$ cat config.mk
export PLATFORM = sky130hd
export DESIGN_NAME = nibble_serial_sub
export DESIGN_NICKNAME = d
export VERILOG_FILES = /design/src/rtl/nibble_serial_sub.sv
export SDC_FILE = /design/constraint.sdc
export NUM_CORES = 1
export LEC_CHECK = 0
export ABC_AREA = 1
export CORE_MARGIN = 2
export CORE_UTILIZATION = 55
export DETAILED_ROUTE_END_ITERATION = 16
export PLACE_DENSITY = 0.95
export SYNTH_ARGS = -nofsm -noshare
export SYNTH_HDL_FRONTEND = slang
export SYNTH_SLANG_ARGS = --single-unit
$ cat constraint.sdc
create_clock -name clk -period 2.6 [get_ports clk]
set_input_delay 0.65 -clock clk [delete_from_list [all_inputs] [get_ports clk]]
set_output_delay 0.65 -clock clk [all_outputs]
set_load 0.005 [all_outputs]
$ cat src/rtl/nibble_serial_sub.sv
// Nibble-serial unsigned subtractor: one 4-bit borrow-chain slice per clock, LSB first,
// with valid/ready operand and result handshakes.

module nibble_sub4 (
    input  logic [3:0] i_a,
    input  logic [3:0] i_b,
    input  logic       i_bi,
    output logic [3:0] o_d,
    output logic       o_bo
);

    logic [4:0] w_res;

    // Bit 4 of the 5-bit wrap-around result is set exactly when a - b - bi < 0
    assign w_res = {1'b0, i_a} - {1'b0, i_b} - {4'b0000, i_bi};
    assign o_d   = w_res[3:0];
    assign o_bo  = w_res[4];

endmodule

module nibble_serial_sub #(
    parameter int unsigned WIDTH = 16
) (
    input  logic             clk,
    input  logic             rst_n,
    input  logic             in_valid,
    output logic             in_ready,
    input  logic [WIDTH-1:0] a,
    input  logic [WIDTH-1:0] b,
    input  logic             b_in,
    output logic             out_valid,
    input  logic             out_ready,
    output logic [WIDTH-1:0] diff,
    output logic             b_out,
    output logic             zero
);

    localparam int unsigned NIB   = WIDTH / 4;
    localparam int unsigned CNT_W = (NIB > 1) ? $clog2(NIB) : 1;

    typedef enum logic [1:0] {
        S_IDLE = 2'd0,
        S_BUSY = 2'd1,
        S_DONE = 2'd2
    } state_t;

    state_t             r_state;
    state_t             w_state_nxt;
    logic [WIDTH-1:0]   r_a;
    logic [WIDTH-1:0]   r_b;
    logic [WIDTH-1:0]   r_acc;
    logic [WIDTH-1:0]   r_diff;
    logic [CNT_W-1:0]   r_cnt;
    logic               r_borrow;
    logic               r_b_out;
    logic               r_zero;
    logic [3:0]         w_d;
    logic               w_bo;
    logic               w_last;
    logic [WIDTH-1:0]   w_acc_nxt;

    nibble_sub4 u_sub4 (
        .i_a  (r_a[3:0]),
        .i_b  (r_b[3:0]),
        .i_bi (r_borrow),
        .o_d  (w_d),
        .o_bo (w_bo)
    );

    assign w_last    = (r_state == S_BUSY) && (r_cnt == CNT_W'(NIB - 1));
    assign w_acc_nxt = (r_acc >> 4) | (WIDTH'(w_d) << (WIDTH - 4));

    always_ff @(posedge clk or negedge rst_n) begin
        if (!rst_n) begin
            r_state <= S_IDLE;
        end else begin
            r_state <= w_state_nxt;
        end
    end

    always_comb begin
        w_state_nxt = r_state;
        case (r_state)
            S_IDLE:  if (in_valid)  w_state_nxt = S_BUSY;
            S_BUSY:  if (w_last)    w_state_nxt = S_DONE;
            S_DONE:  if (out_ready) w_state_nxt = S_IDLE;
            default:                w_state_nxt = S_IDLE;
        endcase
    end

    // Partial differences accumulate in r_acc so diff holds its last value while busy
    always_ff @(posedge clk or negedge rst_n) begin
        if (!rst_n) begin
            r_a      <= '0;
            r_b      <= '0;
            r_acc    <= '0;
            r_diff   <= '0;
            r_cnt    <= '0;
            r_borrow <= 1'b0;
            r_b_out  <= 1'b0;
            r_zero   <= 1'b0;
        end else begin
            case (r_state)
                S_IDLE: begin
                    if (in_valid) begin
                        r_a      <= a;
                        r_b      <= b;
                        r_borrow <= b_in;
                        r_cnt    <= '0;
                    end
                end
                S_BUSY: begin
                    r_a      <= r_a >> 4;
                    r_b      <= r_b >> 4;
                    r_acc    <= w_acc_nxt;
                    r_borrow <= w_bo;
                    r_cnt    <= r_cnt + CNT_W'(1);
                    if (w_last) begin
                        r_diff  <= w_acc_nxt;
                        r_b_out <= w_bo;
                        r_zero  <= (w_acc_nxt == '0);
                    end
                end
                default: ;
            endcase
        end
    end

    assign in_ready  = (r_state == S_IDLE);
    assign out_valid = (r_state == S_DONE);
    assign diff      = r_diff;
    assign b_out     = r_b_out;
    assign zero      = r_zero;

endmodule

==> summary.txt <==
Outcome
  – Outcome: finished clean

Global routing
  – First-pass GRT wire length: 10700 um
  – GRT Total Usage: 22.8%
  – Initial antenna violation count: 0
  – GRT Residual Overflow: 0
  – Vias in the first global route: 2398
  – Largest net degree at the start of global routing: 68

Clocking
  – H-tree levels: 3
  – CTS Buffer Depth: 2
  – Clock root buffer: clkbuf_8
  – Total CTS buffers: 9
  – Setup bufs post-CTS: 0
  – Clock Latency Late Sink: 0.34 ns
  – CTS hold repair buffers: 0
  – Clock slew at reported path FFs: 0.08 ns
  – # clock sinks: 67
  – CTS tree: yes
  – CTS resizes: 0

Route
  – Residual DRC: 0
  – Wire per inst: 14.1 um
  – Vias after detailed routing: 2436
  – Drt first pass iters: 4
  – DRT iter0 DRCs: 161
  – Routed Antenna Nets: 0
  – Vias/cell: 5.33
  – Final WL: 6450 um

Setup path
  – Slowest cell on the critical path: clkdlybuf4s50_1
  – Critical path depth in cells: 2
  – Type of the worst setup path: register to primary output
  – CP max FO: 6
  – Largest stage delay, worst path: 0.55 ns
  – Bufs and invs on worst path: 1
  – Crit path DAT: 1.57 ns
  – Worst Setup End Kind: primary output
  – Crit path max-delay family: buffers and inverters
  – Worst Setup Start Kind: register
  – CP required: 1.95 ns
  – Critical Path, Cell by Cell: nor2_1 > clkdlybuf4s50_1
  – Reg2Reg Depth: 7

STA
  – Max-slew violations: 0
  – Setup TNS: 0 ns
  – Worst slew margin: 46.0%
  – Final hold viol count: 0
  – # setup viols final: 0
  – Slew @ Worst Pin: 0.810 ns
  – RSZ-0062 raised after global routing: no
  – Final Critical Period: 2.22 ns
  – Final Skew: 0.00680 ns
  – F_max: 451 MHz
  – Final worst path period share: 85.2%
  – Setup ws final: 0.384 ns

Synthesis
  – Synthesized area per cell: 9.15 um2
  – Synthesized area: 0.00296 mm2
  – Post-synth EDFFs: 0
  – Distinct cells, synth: 27
  – Area contributors post-synth: dfrtp_1 57%, nand2_1 8.0%, o21ai_0 6.6%
  – Yosys top cell by area: dfrtp_1
  – Asr flop ratio synth: 100%
  – Seq cells post-synth: 67
  – Most frequent cells after synthesis: 67 x dfrtp_1, 63 x nand2_1, 42 x nor2_1
  – Top cell type's share of synthesized area: 56.6%
  – Sequential area share after synthesis: 56.6%
  – Yosys warns: 0
  – Mapped Nets: 370
  – Syn Inst Count: 324
  – Count leader, synth: dfrtp_1
  – Main synth FF type: dfrtp_1

Placement
  – Buffers on Ports: 56
  – Worst slack, placed: 0.428 ns
  – RePlAce Congestion: 0.817
  – Detailed-placement wirelength estimate: 4500 um

Floorplan
  – Die Ht: 77.4 um
  – I/O Pins: 57
  – Initial Util: 57.7%
  – Die area: 0.00599 mm2
  – Die Wd: 77.4 um
  – Row count: 26
  – Core box area: 0.00514 mm2

Layout
  – Ant. Diodes: 0
  – Fraction of layout cells with a size suffix above 1: 8.01%
  – Area growth from synthesis to layout: 26.3%
  – Net count, final: 428

Pwr
  – Power per cell area: 1320 mW/mm2
  – Max VDD drop: 0.824 mV
  – Clk pwr share: 15.6%
  – Sw Pwr: 2.07 mW
  – Sw Ratio: 42.0%
  – Combinational group share of total power: 47.7%
  – Lkg Pwr: 1.72 nW
  – Reg power frac: 36.6%
  – Cell-internal power: 2.86 mW

Flow run
  – Max-Cap Viols: 0

Hold path
  – Worst Hold Class: input port to asynchronous set/reset pin
## layer usage
layer	part of all wire [%]	up-vias	track usage [%]
li1	-	1181	-
met4	2.5	0	10.9
met2	50	99	37.5
met3	6.3	19	5.81
met5	0	-	0
met1	41	1137	28.4
## cell type report
class	instances	area (um2)
fill	368	1400
timing repair buffer	63	608
clock inverter	6	41.3
clock buffer	10	138
sequential	67	1680
inverter	29	109
multi-input combinational	212	1080
tap	70	87.6
## registers in the layout (all words and copies together) (netlist names)
signal    cells
b_out         1
diff         16
r_a          16
r_acc        12
r_b          16
r_borrow      1
r_cnt         2
r_state       2
zero          1
## path summary, 6_finish.rpt
| kind | from | endpoint | slack, ns |
|---|---|---|---|
| worst max-delay path | r_state[0]$_DFFE_PN0P_ | in_ready | 0.38 |
| worst min-delay path | rst_n | diff[3]$_DFFE_PN0P_ | 0.48 |
| worst max register to register | r_b[0]$_DFFE_PN0P_ | zero$_DFFE_PN0P_ | 0.64 |
| worst min register to register | diff[9]$_DFFE_PN0P_ | diff[9]$_DFFE_PN0P_ | 0.48 |
| max in group asynchronous | rst_n | r_b[12]$_DFFE_PN0P_ | 1.59 |
| min in group clk | diff[9]$_DFFE_PN0P_ | diff[9]$_DFFE_PN0P_ | 0.48 |
## through the flow
stage,hold WS (ns),cell area (um2),utilization [%],cells,power (mW)
global route,0.516,3740,72.8,457,5.33
floorplan,0.354,2960,-,324,3.37
global placement,0.455,3560,69.4,441,3.95
finish,0.479,3740,72.8,457,4.93
CTS,0.484,3740,72.8,457,4.93
detailed placement,0.466,3560,69.4,441,4.13
## power groups by stage
stage	logic [mW]	clock network, mW	registers (mW)
finish	2.35	0.770	1.80
global route	2.65	0.817	1.86
CTS	2.35	0.775	1.80
global placement	2.17	0	1.78
floorplan	1.62	0	1.75
detailed placement	2.32	0	1.82
## kinds of logic after synthesis
logic type                 Yosys count  synth area share (%)
xor gates and xnor gates             1                 0.296
adders and majority gates            9                  4.31
AOI/OAI and AO/OA                   88                  17.0
and+or+nand+nor                    114                  15.0
DFF                                 67                  56.6
buffers and inverters               45                  6.88
## cells in the final DEF, fill, tap and decap left out, types with 2 or more instances in the layout
master and n:
nand3_1 6, fa_1 2, clkdlybuf4s50_1 55, o22ai_1 5, clkinv_2 2, dfrtp_1 67, buf_4 7, nor2_1 42
o21ai_0 39, ha_1 7, nand2_1 63, o21ai_1 28, clkbuf_8 10, clkinvlp_4 3, inv_2 4, a31oi_1 3
a32o_1 8, inv_1 25
Note: power is estimated with default switching activity, not from simulation.
